File: src/rtl/snn_readout_pkg.sv
// Shared definitions for the SNN readout slice.
// Holds the classifier FSM state encoding, the default sizing of the
// readout (neuron count, spike-counter width, window-length width) and a
// helper that sizes an index bus so it is never narrower than one bit.
package snn_readout_pkg;

   localparam int DEF_N  = 2;
   localparam int DEF_CW = 8;
   localparam int DEF_WW = 8;

   typedef enum logic [1:0] {
      IDLE   = 2'd0,
      COUNT  = 2'd1,
      ARGMAX = 2'd2
   } state_t;

   // A single neuron still needs a one-bit winner port.
   function automatic int idx_width(input int n);
      return (n > 1) ? $clog2(n) : 1;
   endfunction

endpackage

File: src/rtl/sat_counter.sv
// Saturating up-counter used for one neuron's spike count.
// Ports:
//   clk   - rising-edge clock
//   reset - asynchronous, active-low reset (0 clears the count)
//   clr   - synchronous clear, takes priority over inc
//   inc   - add one to the count unless it is already all ones
//   count - current count value
module sat_counter
   import snn_readout_pkg::*;
#(
   parameter int CW = DEF_CW
) (
   input  logic          clk,
   input  logic          reset,
   input  logic          clr,
   input  logic          inc,
   output logic [CW-1:0] count
);

   // Holding at all-ones keeps a busy neuron from wrapping back to a small
   // count and losing the argmax.
   always_ff @(posedge clk or negedge reset) begin
      if (!reset) begin
         count <= '0;
      end else if (clr) begin
         count <= '0;
      end else if (inc && (count != '1)) begin
         count <= count + CW'(1);
      end
   end

endmodule

File: src/rtl/spike_count_classifier.sv
// Rate-coded readout for the output layer of a two-layer spiking network.
// A window of window_len enabled ticks is counted per neuron, then a
// sequential argmax picks the most active neuron.
// Ports:
//   clk          - rising-edge clock
//   reset        - asynchronous, active-low reset
//   enable       - network tick; spikes are only sampled while high
//   start        - request a new window (honoured only while idle)
//   window_len   - enabled ticks per window, latched on an accepted start
//   spikes_in    - one spike bit per output neuron
//   busy         - high while counting or scanning
//   counts_out   - per-neuron counts, neuron i at [i*CW +: CW]
//   winner       - index of the highest count (lowest index on equality)
//   tie          - another neuron equals the winning count
//   result_valid - one-cycle pulse when winner/tie/counts_out update
module spike_count_classifier
   import snn_readout_pkg::*;
#(
   parameter  int N  = DEF_N,
   parameter  int CW = DEF_CW,
   parameter  int WW = DEF_WW,
   localparam int IW = idx_width(N)
) (
   input  logic            clk,
   input  logic            reset,
   input  logic            enable,
   input  logic            start,
   input  logic [WW-1:0]   window_len,
   input  logic [N-1:0]    spikes_in,
   output logic            busy,
   output logic [N*CW-1:0] counts_out,
   output logic [IW-1:0]   winner,
   output logic            tie,
   output logic            result_valid
);

   state_t state;
   state_t state_next;

   logic          accept;
   logic          cnt_inc;
   logic          last_tick;
   logic          last_scan;

   logic [WW-1:0] win_len_q;
   logic [WW-1:0] tick_cnt;
   logic [IW-1:0] scan_idx;

   logic [CW-1:0] cnt [N];
   logic [N*CW-1:0] cnt_flat;

   logic [CW-1:0] best_val;
   logic [IW-1:0] best_idx;
   logic          best_tie;

   logic [CW-1:0] cur_val;
   logic [CW-1:0] nxt_val;
   logic [IW-1:0] nxt_idx;
   logic          nxt_tie;

   // The window ends on the tick that brings the count up to window_len;
   // COUNT is never entered with a zero length, so the subtraction is safe.
   assign last_tick = (tick_cnt == (win_len_q - WW'(1)));
   assign last_scan = (scan_idx == IW'(N - 1));
   assign busy      = (state != IDLE);

   // State register.
   always_ff @(posedge clk or negedge reset) begin
      if (!reset) begin
         state <= IDLE;
      end else begin
         state <= state_next;
      end
   end

   // Next-state and control strobes. A zero-length window skips COUNT and
   // goes straight to the scan so the result still arrives with all zeros.
   always_comb begin
      state_next = state;
      accept     = 1'b0;
      cnt_inc    = 1'b0;
      case (state)
         IDLE: begin
            if (start) begin
               accept     = 1'b1;
               state_next = (window_len == '0) ? ARGMAX : COUNT;
            end
         end
         COUNT: begin
            if (enable) begin
               cnt_inc = 1'b1;
               if (last_tick) begin
                  state_next = ARGMAX;
               end
            end
         end
         ARGMAX: begin
            if (last_scan) begin
               state_next = IDLE;
            end
         end
         default: begin
            state_next = IDLE;
         end
      endcase
   end

   // One saturating counter per output neuron, cleared when a window starts.
   for (genvar i = 0; i < N; i++) begin : g_cnt
      sat_counter #(
         .CW(CW)
      ) u_cnt (
         .clk  (clk),
         .reset(reset),
         .clr  (accept),
         .inc  (cnt_inc & spikes_in[i]),
         .count(cnt[i])
      );
   end

   // Window length is captured on the accepted start so the caller may
   // change window_len freely while a window is in progress.
   always_ff @(posedge clk or negedge reset) begin
      if (!reset) begin
         win_len_q <= '0;
         tick_cnt  <= '0;
      end else if (accept) begin
         win_len_q <= window_len;
         tick_cnt  <= '0;
      end else if (cnt_inc) begin
         tick_cnt  <= tick_cnt + WW'(1);
      end
   end

   // One step of the running argmax. Index 0 seeds the running maximum;
   // later indices replace it only when strictly greater, which leaves the
   // lowest index in place on equal counts. The tie flag is dropped whenever
   // a new maximum appears, so it only reflects equality with the final one.
   always_comb begin
      cur_val = cnt[scan_idx];
      nxt_val = best_val;
      nxt_idx = best_idx;
      nxt_tie = best_tie;
      if (scan_idx == '0) begin
         nxt_val = cur_val;
         nxt_idx = '0;
         nxt_tie = 1'b0;
      end else if (cur_val > best_val) begin
         nxt_val = cur_val;
         nxt_idx = scan_idx;
         nxt_tie = 1'b0;
      end else if (cur_val == best_val) begin
         nxt_tie = 1'b1;
      end
   end

   // Scan pointer and running-maximum registers advance once per ARGMAX cycle.
   always_ff @(posedge clk or negedge reset) begin
      if (!reset) begin
         scan_idx <= '0;
         best_val <= '0;
         best_idx <= '0;
         best_tie <= 1'b0;
      end else if (accept) begin
         scan_idx <= '0;
      end else if (state == ARGMAX) begin
         best_val <= nxt_val;
         best_idx <= nxt_idx;
         best_tie <= nxt_tie;
         scan_idx <= last_scan ? '0 : (scan_idx + IW'(1));
      end
   end

   // Flatten the counter array into the published bus layout.
   always_comb begin
      cnt_flat = '0;
      for (int i = 0; i < N; i++) begin
         cnt_flat[i*CW +: CW] = cnt[i];
      end
   end

   // Results are captured on the last scan step and then held, so a new
   // window clearing the live counters does not disturb what was published.
   always_ff @(posedge clk or negedge reset) begin
      if (!reset) begin
         result_valid <= 1'b0;
         winner       <= '0;
         tie          <= 1'b0;
         counts_out   <= '0;
      end else begin
         result_valid <= (state == ARGMAX) && last_scan;
         if ((state == ARGMAX) && last_scan) begin
            winner     <= nxt_idx;
            tie        <= nxt_tie;
            counts_out <= cnt_flat;
         end
      end
   end

endmodule

File: config.mk
export PLATFORM = sky130hd
export DESIGN_NAME = spike_count_classifier
export DESIGN_NICKNAME = d
export VERILOG_FILES = /design/src/rtl/snn_readout_pkg.sv /design/src/rtl/sat_counter.sv /design/src/rtl/spike_count_classifier.sv
export SDC_FILE = /design/constraint.sdc
export NUM_CORES = 1
export LEC_CHECK = 0
export BUFFER_PORTS_ARGS = -buffer_cell sky130_fd_sc_hd__buf_2
export CORE_UTILIZATION = 45
export CTS_CLUSTER_SIZE = 28
export DETAILED_ROUTE_END_ITERATION = 10
export PLACE_DENSITY_LB_ADDON = 0.12
export SLEW_MARGIN = 20
export SYNTH_ARGS = -nofsm -noshare
export SYNTH_HDL_FRONTEND = slang
export SYNTH_SLANG_ARGS = --single-unit
File: constraint.sdc
create_clock -name clk -period 3.7 [get_ports clk]
set_input_delay 0 -clock clk [delete_from_list [all_inputs] [get_ports clk]]
set_output_delay 0 -clock clk [all_outputs]
set_load 0.01 [all_outputs]
==> run_results.csv, run 1 <==
group,metric,value,unit
sta,slew_headroom,47.0,%
setup_path,r2r-end,"best_val[5]$_DFFE_PN0P_",
setup_path,start_kind,"flop",
clocking,clk_pin_slew_worst_paths,0.06,ns
pwr,p_leak,1.85,nW
route,avgRoutedWirePerCell,14.0,um
setup_path,critPathKind,"flop to flop",
min_path,min_delay_path_depth,4,
sta,fin_ws,0.630,ns
floorplan,io_pins,34,
floorplan,die_w,87.2,um
grt,grt_max_degree,36,
sta,setup_viol,0,
grt,grt-ovfl-total,0,
min_path,hold_class,"input port to flop",
clocking,cts_tree,"built",
floorplan,core,6910,um2
route,drt_wl_total,6.53,mm
logic_synthesis,netlist_top_cells_area,"dfrtp_1 (49%), mux2_2 (9.0%), nand2_1 (5.4%)",
floorplan,rows,30,
placement,gp_congestion,0.774,
floorplan,die-area,7610,um2
sta,post-route-period-util,83.0,%
sta,finClkSkew,0.00682,ns
logic_synthesis,synth_warnings,0,
sta,timing_hold_violations_final,0,
clocking,cts_buffers,9,
sta,worst_pin_slew,0.790,ns
grt,grtUsageTotal,19.8,%
setup_path,cp_max_fo,14,
logic_synthesis,syn_nets,343,
logic_synthesis,synth.top_cell.area_share,49.0,%
cells_and_area,drive_gt1_share,22.8,%
logic_synthesis,synthMostInstantiatedCell,"dfrtp_1",
logic_synthesis,synthCells,317,
cells_and_area,diodes,0,
sta,setup-tns-final,0,ns
logic_synthesis,synth_top_area_cell,"dfrtp_1",
logic_synthesis,async_flop_share,100,%
cells_and_area,area_delta_synth_final,17.6,%
grt,antenna_found_initial,0,
cells_and_area,finalInstanceArea,3840,um2
pwr,p_per_area,640,nW/um2
setup_path,r2r_setup_slack,0.63,ns
sta,rsz0062_at_grt,"no",
placement,preCtsSetupSlack,0.620,ns
pwr,vdd_ir_drop_max,0.000350,V
clocking,cts_sinks,64,
clocking,cts-resized-gates,0,
sta,min_period,3.07,ns
route,via_count,2376,
route,drc,0,
logic_synthesis,syn_area,3270,um2
min_path,min_from,"start",
placement,port_buffers,33,
route,ant_nets,0,
setup_path,rr_startpoint,"last_scan$_DFFE_PN0P_",
sta,drv_slew,0,
clocking,cts_setup_buffers,0,
placement,dp.final_hpwl,4.65,mm
route,first_pass_iters,4,
run,max-cap-violations,0,
pwr,finalPower,0.00246,W
clocking,root_buffer,"clkbuf_8",
logic_synthesis,seq_area_frac_synth,49.0,%
logic_synthesis,synth_seq_cells,64,
logic_synthesis,synthTopCellsByCount,"dfrtp_1 (64), nand2_1 (47), nor2_1 (27)",
grt,grt_pass1_wl,11.5,mm
status,status,"finished, final reports clean",
floorplan,initial_core_util,47.3,%
floorplan,fp.dieH,87.2,um
setup_path,worstPathArrival,3.28,ns
setup_path,cp-end-kind,"flop",
clocking,clk_latency,0.33,ns
logic_synthesis,ys.flop_type,"dfrtp_1",
min_path,holdPathEnd,"state[1]$_DFFE_PN0P_",
logic_synthesis,syn_avg_cell_area,10.3,um2
placement,placed_area,3550,um2
route,drt_iter0_drc,87,
cells_and_area,fin_nets,391,
logic_synthesis,yosys.cell_types.count,46,
sta,timing.fmax,0.326,GHz
grt,grt_pass1_vias,2359,
clocking,clockBufferDepth,2,
clocking,cts.htree.levels,3,
setup_path,reg2reg_depth,6,
route,via_per_inst,5.11,
logic_synthesis,synth_edf_count,0,
setup_path,required,3.91,ns
==> layer usage <==
metal  share of wire (%)  track usage [%]  vias to the layer above
met2                  42             29.3                       45
li1                    -                -                     1191
met5                   0                0                        -
met4                 1.3             7.60                        0
met1                  53             29.2                     1132
met3                 3.5             2.94                        8
==> worst max-delay path: stages (launching register included) <==
cell	delay, ns
dfrtp_1	0.67
mux2_2	0.41
ha_1	0.30
nand4_1	0.22
o21a_1	0.26
o31ai_2	0.68
mux2_2	0.41
==> state kept, by name (all words and copies together) (netlist names), 2 cells and up <==
name and count:
best_val 8, win_len_q 8, state 2, g_cnt.u_cnt.count 16, counts_out 16, tick_cnt 8
==> power by group <==
group	total, W	switching (W)	internal, W	leakage (nW)
Sequential	0.00105	0.000196	0.000854	0.856
Combinational	0.000784	0.000384	0.000400	0.886
Clock	0.000624	0.000250	0.000374	0.103
==> worst max path at each step <==
stage,from,slack (ns),to
after floorplan,last_scan$_DFFE_PN0P_,0.89,best_val[1]$_DFFE_PN0P_
after global placement,last_scan$_DFFE_PN0P_,0.71,best_val[1]$_DFFE_PN0P_
after detailed placement,last_scan$_DFFE_PN0P_,0.62,best_val[1]$_DFFE_PN0P_
after CTS,last_scan$_DFFE_PN0P_,0.61,best_val[5]$_DFFE_PN0P_
after global routing,last_scan$_DFFE_PN0P_,0.42,best_val[5]$_DFFE_PN0P_
final,last_scan$_DFFE_PN0P_,0.63,best_val[5]$_DFFE_PN0P_
==> timing repair <==
| item | in CTS | in global routing |
|---|---|---|
| hold buffers | 9 | 0 |
| hold endpoints to repair | 42 | 0 |
| setup endpoints to repair | 0 | 0 |
==> through the flow <==
stage / util [%] / hold WS (ns) / std cells
CTS: 55.7 / 0.0566 / 465
finish: 55.7 / 0.0704 / 465
global route: 55.7 / 0.107 / 465
global placement: 51.4 / 0.138 / 441
floorplan: - / -0.296 / 317
detailed placement: 51.4 / 0.133 / 441
==> final cells by class <==
type | instances | area, um2
multi-input cells | 227 | 1570
well taps | 96 | 120
repair buffers | 46 | 285
flip-flops and latches | 64 | 1600
fillers | 649 | 3060
clock buffers | 11 | 131
inverters | 17 | 63.8
clock inverters | 4 | 70.1
==> cells in the final DEF, fill, tap and decap left out, drive strengths merged, types with 2 or more instances in the layout <==
master       netlist  routed
nor4               3       3
o21ai             12      12
bufinv             0       2
clkbuf             6      11
inv               17      17
buf                3      37
mux2              26      26
dfrtp             64      64
nor2              27      27
o211ai             2       2
nand2b             2       2
o22a               2       2
clkinv             0       2
and3               2       2
mux2i              4       4
xnor2             17      17
nor3               6       6
a211oi             2       2
a21oi              8       8
dlygate4sd3        0       9
ha                12      12
nor2b              4       4
nand2             47      47
and3b              2       2
xor2              13      13
nand3              3       3
nand4             10      10
or4                3       3
or3                4       4
==> cells by family after synthesis <==
family                   after synthesis  synth area share, %
AO/OA/AOI/OAI                         36                 7.16
XOR/XNOR                              30                 8.04
adder cells (fa/ha/maj)               12                 4.59
buffers and inverters                 26                 2.99
flip-flops                            64                 49.0
multiplexers                          30                 10.2
AND/OR/NAND/NOR                      119                 18.0
No activity file was read; power rests on OpenSTA's default activity.
==> run 2: changes to the inputs <==
--- a/config.mk
+++ b/config.mk
@@ -5,6 +5,7 @@
 export SDC_FILE = /design/constraint.sdc
 export NUM_CORES = 1
 export LEC_CHECK = 0
+export ABC_AREA = 1
 export BUFFER_PORTS_ARGS = -buffer_cell sky130_fd_sc_hd__buf_2
 export CORE_UTILIZATION = 45
 export CTS_CLUSTER_SIZE = 28
==> constraint.sdc (replaced) <==
create_clock -name clk -period 2.9 [get_ports clk]
set_input_delay 0 -clock clk [delete_from_list [all_inputs] [get_ports clk]]
set_output_delay 0 -clock clk [all_outputs]
set_load 0.01 [all_outputs]
==> run_results.csv, run 2 <==
group,metric,value,unit
clocking,cts_tree,"built",
route,drc,0,
sta,finClkSkew,0.00734,ns
logic_synthesis,synthTopCellsByCount,"nand2_1 (137), dfrtp_1 (64), inv_1 (60)",
placement,placed_cells,581,
setup_path,cp_max_fo,18,
sta,min_period,2.34,ns
clocking,clk_pin_slew_worst_paths,0.08,ns
cells_and_area,layout_common_cells,"nand2_1 (137), dfrtp_1 (64), inv_1 (60), buf_2 (33)",
sta,setup_viol,0,
placement,placed_area,3720,um2
cells_and_area,fin_nets,528,
placement,port_buffers,33,
setup_path,cp-end-kind,"flop",
placement,gp_congestion,0.819,
route,drt_iter0_drc,121,
floorplan,fp.dieH,89.6,um
logic_synthesis,ys.flop_type,"dfrtp_1",
logic_synthesis,synth_warnings,0,
logic_synthesis,async_flop_share,100,%
grt,grt-ovfl-total,0,
cells_and_area,area_delta_synth_final,17.1,%
route,ant_nets,0,
sta,fin_ws,0.564,ns
logic_synthesis,seq_area_frac_synth,46.4,%
sta,timing.fmax,0.428,GHz
floorplan,die_w,89.6,um
route,avgRoutedWirePerCell,12.7,um
status,status,"finished, final reports clean",
route,drt-met1-wl,3.53,mm
cells_and_area,drive_gt1_share,15.4,%
clocking,cts_buffers,9,
placement,dp.final_hpwl,5.64,mm
route,via_per_inst,4.93,
logic_synthesis,netlist_top_cells_area,"dfrtp_1 (46%), nand2_1 (15%), inv_1 (6.5%)",
cells_and_area,finalInstanceArea,4040,um2
clocking,cts_sinks,64,
placement,preCtsSetupSlack,0.581,ns
grt,antenna_found_initial,0,
sta,post-route-period-util,80.5,%
setup_path,worstPathArrival,2.57,ns
floorplan,die-area,8030,um2
cells_and_area,reg_top3,"counts_out (16), g_cnt.u_cnt.count (16)",
route,via_count,2990,
floorplan,rows,31,
logic_synthesis,synth_edf_count,0,
sta,rsz0062_at_grt,"no",
setup_path,crit_path_max_incr_delay,0.63,ns
clocking,cts-resized-gates,0,
grt,grtUsageTotal,21.7,%
route,dr_wl_met2,3.78,mm
setup_path,cp_common_cell,"nand2_1",
pwr,vdd_ir_drop_max,0.000636,V
route,first_pass_iters,5,
clocking,root_buffer,"clkbuf_8",
setup_path,required,3.13,ns
pwr,p_per_area,884,nW/um2
grt,grt_pass1_vias,2835,
setup_path,cp_slowest_cell,"dfrtp_1",
sta,worst_pin_slew,0.751,ns
grt,grt_pass1_wl,13.0,mm
logic_synthesis,syn_avg_cell_area,7.59,um2
clocking,cts_setup_buffers,0,
sta,timing_hold_violations_final,0,
logic_synthesis,syn_nets,481,
clocking,clk_latency,0.34,ns
cells_and_area,diodes,0,
route,wl_met3,309,um
route,top_layer,"met4",
pwr,p_leak,2.06,nW
min_path,hold_class,"input port to flop",
setup_path,start_kind,"flop",
logic_synthesis,synth_top_area_cell,"dfrtp_1",
clocking,cts.htree.levels,3,
grt,grt_max_degree,34,
cells_and_area,fin_cells,606,
route,drt_wl_total,7.73,mm
logic_synthesis,synthMostInstantiatedCell,"nand2_1",
floorplan,initial_core_util,47.1,%
clocking,clockBufferDepth,2,
sta,drv_slew,0,
setup_path,crit_chain,"o21ai_0, ha_1, a21oi_1, o21ai_0, nand2_1, nand3_1, nand3_2, nand2_1, nand2_1, nand2_1",
setup_path,critPathKind,"flop to flop",
logic_synthesis,synth.top_cell.area_share,46.4,%
logic_synthesis,yosys.cell_types.count,30,
floorplan,io_pins,34,
sta,setup-tns-final,0,ns
sta,slew_headroom,49.9,%
run,max-cap-violations,0,
logic_synthesis,synthCells,455,
logic_synthesis,synth_seq_cells,64,
floorplan,core,7330,um2
logic_synthesis,syn_area,3450,um2
cells_and_area,layout_commonest_cell,"nand2_1",
==> run 2: cell types whose count changed in the layout (fill, tap and decap cells not counted), sizes merged, moves of 7 or more <==
cell	delta
xnor2	-17
o21ai	+39
xor2	-10
mux2	-26
nand3	+30
nor2	+9
inv	+50
nand2	+94
a21oi	+8
nand4	-7
==> run 2: cell families (layout without fill, tap and decap cells) <==
kind of cell	after synthesis	after routing	share of synthesized area, %
flops	64	64	46.4
simple gates	227	227	29.2
buf+inv	79	131	8.95
fa+ha+maj	12	12	4.35
compound gates	70	70	10.4
xor+xnor	3	3	0.761
==> run 2: final timing paths <==
path | start | end | slack (ns) | depth (start not counted)
worst max-delay path | last_scan$_DFFE_PN0P_ | best_val[3]$_DFFE_PN0P_ | 0.56 | 10
worst min-delay path | spikes_in[0] | g_cnt[0].u_cnt.count[1]$_DFFE_PN0P_ | 0.08 | 5
worst max register to register | last_scan$_DFFE_PN0P_ | best_val[3]$_DFFE_PN0P_ | 0.56 | 10
worst min register to register | counts_out[12]$_DFFE_PN0P_ | counts_out[12]$_DFFE_PN0P_ | 0.47 | 2
max in group asynchronous | reset | tick_cnt[5]$_DFFE_PN0P_ | 2.11 | 3
min in group asynchronous | reset | tie$_DFFE_PN0P_ | 0.10 | 2
==> run 2: repair_timing <==
item                       4_1_cts  5_1_grt
hold endpoints to repair        25        0
setup endpoints to repair        0        0
hold buffers                     9        0
==> run 2: per-layer routing <==
metal	vias to the layer above	GRT usage [%]
met4	0	6.78
met3	9	5.30
li1	1535	-
met1	1377	26.9
met5	-	0
met2	69	37.4
==> run 2: critical path, delay by kind of cell, from the launching register on <==
family | cells | cell delay (ns)
AO/OA/AOI/OAI | 3 | 0.51
flip-flops | 1 | 0.63
AND/OR/NAND/NOR | 6 | 0.75
adder cells (fa/ha/maj) | 1 | 0.34
==> run 2: power breakdown <==
part           total [W]  switching (W)  internal [W]  leakage, nW
Clock           0.000876       0.000366      0.000510        0.105
Combinational    0.00138       0.000895      0.000483         1.10
Sequential       0.00132       0.000182       0.00114        0.860
==> run 2: final cells by class <==
cell class / count / area (um2)
clock inverters: 6 / 91.3
well taps: 99 / 124
flip-flops and latches: 64 / 1600
fillers: 733 / 3290
multi-input cells: 312 / 1540
repair buffers: 46 / 285
clock buffers: 10 / 138
inverters: 69 / 262
==> run 2: stage by stage <==
step / hold WS [ns] / util (%) / total power, W
2_1_floorplan: -0.296 / - / 0.00232
3_3_place_gp: -0.0509 / 50.8 / 0.00266
6_report: 0.0776 / 55.1 / 0.00357
5_1_grt: 0.107 / 55.1 / 0.00391
3_5_place_dp: -0.0526 / 50.8 / 0.00270
4_1_cts: 0.0777 / 55.1 / 0.00360
